==> config.mk <==
export PLATFORM = sky130hd
export DESIGN_NAME = freq_div_prog
export DESIGN_NICKNAME = d
export VERILOG_FILES = /design/src/rtl/freq_div_pkg.sv /design/src/rtl/freq_div_cnt.sv /design/src/rtl/freq_div_prog.sv
export SDC_FILE = /design/constraint.sdc
export NUM_CORES = 1
export LEC_CHECK = 0
export ABC_AREA = 1
export BUFFER_PORTS_ARGS = -buffer_cell sky130_fd_sc_hd__buf_2
export CAP_MARGIN = 20
export CORE_ASPECT_RATIO = 1.5
export CORE_MARGIN = 3
export CORE_UTILIZATION = 57
export DETAILED_ROUTE_END_ITERATION = 8
export PLACE_DENSITY = 0.77
export SLEW_MARGIN = 20
export SYNTH_ARGS = -nofsm -noshare
export SYNTH_HDL_FRONTEND = slang
export SYNTH_SLANG_ARGS = --single-unit
==> constraint.sdc <==
create_clock -name clk_i -period 2.8 [get_ports clk_i]
set_clock_uncertainty 0.15 [all_clocks]
set_input_delay 0.28 -clock clk_i [delete_from_list [all_inputs] [get_ports clk_i]]
set_output_delay 0.28 -clock clk_i [all_outputs]
set_load 0.02 [all_outputs]
==> src/rtl/freq_div_pkg.sv <==
// freq_div_pkg: shared constants and divisor clamp for the programmable divider family.
package freq_div_pkg;

    localparam int          DIV_W_DEFAULT = 8;
    localparam int unsigned DIV_MIN       = 2;

    // Divisors below DIV_MIN would give a zero-length half period.
    function automatic int unsigned clampDiv(input int unsigned value);
        return (value < DIV_MIN) ? DIV_MIN : value;
    endfunction

endpackage

==> src/rtl/freq_div_cnt.sv <==
// freq_div_cnt: period counter with wrap detect and preset, shared by the divider channels.
module freq_div_cnt #(
    parameter int DIV_W   = 8,
    parameter int RST_VAL = 3
) (
    input  logic             clk_i,
    input  logic             rst_ni,
    input  logic             adv_i,
    input  logic             preset_i,
    input  logic [DIV_W-1:0] preset_val_i,
    input  logic [DIV_W-1:0] last_i,
    output logic [DIV_W-1:0] cnt_next_o,
    output logic             wrap_o
);

    logic [DIV_W-1:0] cnt_q;
    logic [DIV_W-1:0] cnt_d;

    assign wrap_o = (cnt_q == last_i);

    always_comb begin
        cnt_d = cnt_q;
        if (preset_i) begin
            cnt_d = preset_val_i;
        end else if (adv_i) begin
            cnt_d = wrap_o ? '0 : cnt_q + DIV_W'(1);
        end
    end

    assign cnt_next_o = cnt_d;

    always_ff @(posedge clk_i) begin
        if (!rst_ni) begin
            cnt_q <= DIV_W'(RST_VAL);
        end else begin
            cnt_q <= cnt_d;
        end
    end

endmodule

==> src/rtl/freq_div_prog.sv <==
// freq_div_prog: runtime-programmable integer clock divider producing clk_out and a tick enable.
// Defining FREQ_DIV_PROG_SYNC_CLR_EN adds sync_clr_i for phase-aligning several dividers.
module freq_div_prog
    import freq_div_pkg::*;
#(
    parameter int DIV_W       = DIV_W_DEFAULT,
    parameter int DIV_DEFAULT = 4
) (
    input  logic             clk_i,
    input  logic             rst_ni,
    input  logic             en_i,
`ifdef FREQ_DIV_PROG_SYNC_CLR_EN
    input  logic             sync_clr_i,
`endif
    input  logic [DIV_W-1:0] div_val_i,
    input  logic             div_load_i,
    output logic             clk_out_o,
    output logic             tick_o,
    output logic [DIV_W-1:0] div_cur_o
);

    localparam logic [DIV_W-1:0] DEF_N = DIV_W'(DIV_DEFAULT);

    logic [DIV_W-1:0] div_cur_q, div_cur_d;
    logic [DIV_W-1:0] div_pend_q, div_pend_d;
    logic             pend_vld_q, pend_vld_d;
    logic             clk_out_q, clk_out_d;
    logic             tick_q, tick_d;

    logic [DIV_W-1:0] load_val;
    logic [DIV_W-1:0] next_n;
    logic [DIV_W-1:0] cnt_next;
    logic             wrap;
    logic             sync_clr;

`ifdef FREQ_DIV_PROG_SYNC_CLR_EN
    assign sync_clr = sync_clr_i;
`else
    assign sync_clr = 1'b0;
`endif

    assign load_val = DIV_W'(clampDiv(32'(div_val_i)));
    assign next_n   = pend_vld_q ? div_pend_q : div_cur_q;

    // A clear presets the counter to its last state so the next enabled edge wraps.
    freq_div_cnt #(
        .DIV_W   (DIV_W),
        .RST_VAL (DIV_DEFAULT - 1)
    ) u_cnt (
        .clk_i        (clk_i),
        .rst_ni       (rst_ni),
        .adv_i        (en_i),
        .preset_i     (sync_clr),
        .preset_val_i (next_n - DIV_W'(1)),
        .last_i       (div_cur_q - DIV_W'(1)),
        .cnt_next_o   (cnt_next),
        .wrap_o       (wrap)
    );

    always_comb begin
        div_cur_d  = div_cur_q;
        div_pend_d = div_pend_q;
        pend_vld_d = pend_vld_q;
        clk_out_d  = clk_out_q;
        tick_d     = 1'b0;
        if (sync_clr) begin
            div_cur_d  = next_n;
            pend_vld_d = 1'b0;
            clk_out_d  = 1'b0;
        end else begin
            if (div_load_i) begin
                div_pend_d = load_val;
                pend_vld_d = 1'b1;
            end
            if (en_i) begin
                // A load coinciding with the wrap sizes the period that starts now.
                if (wrap) begin
                    div_cur_d  = div_load_i ? load_val : next_n;
                    pend_vld_d = 1'b0;
                    tick_d     = 1'b1;
                end
                clk_out_d = (cnt_next < (div_cur_d >> 1));
            end
        end
    end

    always_ff @(posedge clk_i) begin
        if (!rst_ni) begin
            div_cur_q  <= DEF_N;
            div_pend_q <= DEF_N;
            pend_vld_q <= 1'b0;
            clk_out_q  <= 1'b0;
            tick_q     <= 1'b0;
        end else begin
            div_cur_q  <= div_cur_d;
            div_pend_q <= div_pend_d;
            pend_vld_q <= pend_vld_d;
            clk_out_q  <= clk_out_d;
            tick_q     <= tick_d;
        end
    end

    assign clk_out_o = clk_out_q;
    assign tick_o    = tick_q;
    assign div_cur_o = div_cur_q;

endmodule

==> summary.txt <==
Run
  • Number of max-cap violations: 0

Global route
  • Gr usage total: 0.242
  • Remaining global-route overflow: 0
  • Vias in the first global route: 1,653
  • Largest net degree at the start of global routing: 17
  • Initial antenna violation count: 0
  • First-pass GRT wire length: 6890 µm

CTS
  • CTS clk-pin slew, worst paths: 0.09 ns
  • Skew-Pair Late Insertion Delay: 0.27 ns
  • Root buffer cell: clkbuf_8
  • CTS Sinks: 27
  • CTS buffer count: 3
  • CTS tree: built
  • Clock Path Buffers: 2
  • Post-cts hold buffer count: 0
  • H-tree depth: 1

Timing
  • Hold Vio Cnt, Final: 0
  • Worst slew pin tran: 0.508 ns
  • FMAX: 0.371 GHz
  • Hold Slack: 0.0945 ns
  • Slew margin rel.: 0.661
  • Tcrit/Tclk final: 0.962
  • Endpoints failing setup: 0
  • Min Tclk post-route: 2.69 ns
  • Slew Limit Fails: 0

Synthesis
  • Yosys top cell area share: 0.316
  • Netlist Area Pre-Place: 1710 µm²
  • Seq/Total Area, Yosys: 0.316
  • Top cell type by total area after synthesis: dfxtp_1
  • Async SR Flop Fraction: 0
  • Yosys warns: 0
  • EDFF count, synth: 0
  • Mapped Nets: 285
  • FF+latch count, synth: 27
  • Syn_area_per_cell: 6.45 µm²
  • Cells after Synth: 265
  • Library cells used by synthesis: 30
  • Top_reg_cell synth: dfxtp_1
  • Area contributors post-synth: dfxtp_1, nand2_1, o21ai_0, inv_1, ha_1

Worst setup path
  • Slowest stage delay, CP: 0.33 ns
  • Arrival time worst endpoint: 2.75 ns
  • Critical path class: reg -> reg
  • Crit-path slowest cell: dfxtp_1
  • Crit path buf inv count: 5
  • Worst setup SP type: flip-flop
  • CP delay by family, top: simple AND/OR/NAND/NOR gates
  • Critical-path maximum fanout: 8
  • R2R Setup Slk: 0.11 ns
  • Setup crit end kind: flip-flop
  • Critical path data required time: 2.86 ns
  • Crit path launch: div_cur_o[1]
  • Sequence of cells on the critical path: buf_4 > nor2_4 > nand2_1 > nor2_1 > xor2_1 > nor2_2 > nand2_2 > inv_4 > nand2_4 > inv_1 > or2_2 > inv_1 > ha_1 > a21oi_1 > o21ai_1 > inv_1 > nand2_1 > a21oi_2
  • Most frequent cell on the critical path: inv_1
  • Crit Reg-Reg Startpoint: div_cur_o[1]

Final layout
  • Share of cells above drive strength 1: 0.201
  • Area Overhead vs Synth: 16.0%
  • Fin util: 0.718
  • # diodes: 0
  • Fin area: 1980 µm²
  • Filler cells: 284
  • Nets: 314

Die
  • Rows: 23
  • Total core area: 2760 µm²
  • Ports: 22
  • Die Footprint: 3710 µm²
  • Initial Utilization: 0.619
  • Die W: 50.7 µm
  • Die Span Y: 73.1 µm

Detailed routing
  • Vias: 1,708
  • Avg WL per Cell: 12.5 µm
  • DR iter-0 viols: 51
  • Routed WL: 4130 µm
  • First drt pass iteration count: 4
  • ANT nets after route: 0
  • DRC errors left: 0
  • Routed vias/inst: 5.18

Pwr
  • Design Power: 1.09 mW
  • Worst VDD drop: 394 µV
  • Pwr dens: 550 nW/µm²
  • Static leakage: 1.06 nW

Run status
  • Status: finished, final reports clean

Placement
  • Port-buffer cells: 21
  • Gpl congestion: 0.870
  • DP HPWL: 3220 µm
  • Placed inst area: 1860 µm²

Hold path
  • Min-delay src: rst_ni
  • Min-Delay Path Class: in -> reg
per-stage QoR:
step                      TNS [ns]  worst slack, ns  instances
after floorplan                  0            0.134        265
after CTS                        0           0.0659        325
final                            0            0.107        330
after global routing       -0.0528          -0.0528        330
after global placement           0            0.177        321
after detailed placement         0            0.121        321
state kept, by name, indices dropped and copies added (netlist names):
| name | cells |
|---|---|
| div_cur_o | 8 |
| clk_out_o | 1 |
| tick_o | 1 |
| u_cnt.cnt_q | 8 |
| pend_vld_q | 1 |
| div_pend_q | 8 |
synthesized netlist by cell type (2+ instances only):
cell type   n
nor3_1      2
nand2_2     2
nand2_1    79
or2_2       2
clkbuf_1    3
nor2_1     25
inv_1      30
dfxtp_1    27
ha_1        8
a21oi_1    12
o21ai_0    28
nand3_1    18
nor2_2      4
inv_2       3
xor2_1      7
logic make-up after synthesis:
family	count (synthesis)	synth area share
flops	27	0.316
xor+xnor	8	0.0410
compound gates	45	0.139
fa+ha+maj	8	0.0585
simple gates	138	0.356
buf+inv	39	0.0900
what timing repair did:
| action | in CTS | in global routing |
|---|---|---|
| hold endpoints to repair | 0 | 0 |
| resized for setup | 0 | 15 |
| endpoints found under the setup margin | 0 | 1 |
| buffers inserted | 0 | 5 |
final timing paths:
check / to / cells past startpoint
worst max register to register: clk_out_o / 18
worst min register to register: div_pend_q[6] / 2
worst max-delay path: clk_out_o / 18
worst min-delay path: u_cnt.cnt_q[1] / 2
power breakdown:
part	switching (mW)	internal, mW	leakage, nW	total, mW
clock network	0.116	0.102	0.0228	0.218
logic	0.257	0.169	0.821	0.426
registers	0.0341	0.413	0.221	0.447
cell usage in the layout (no fill, tap or decap), types with 4 or more instances in the layout:
| master | instances |
|---|---|
| a21oi_1 | 10 |
| inv_2 | 4 |
| buf_2 | 21 |
| nand2_1 | 79 |
| buf_4 | 7 |
| inv_1 | 28 |
| nor2_2 | 6 |
| nor2_1 | 23 |
| xor2_1 | 7 |
| nand3_1 | 17 |
| o21ai_0 | 27 |
| dfxtp_1 | 25 |
| ha_1 | 7 |
metal layers:
layer | wire length (µm) | part of all wire | track usage
met2 | 2100 | 0.51 | 0.462
met5 | 0 | 0 | 0
met4 | 109 | 0.026 | 0.108
met3 | 121 | 0.029 | 0.0225
met1 | 1800 | 0.44 | 0.262
final cells by class:
class	count	area (µm²)	share of cell area
Inverter	34	130	0.0656
Multi-Input combinational cell	199	1050	0.530
Clock buffer	4	45.0	0.0227
Timing Repair Buffer	29	169	0.0851
Tap cell	37	46.3	0.0233
Sequential cell	27	543	0.274
(Power assumes the default switching activity.)
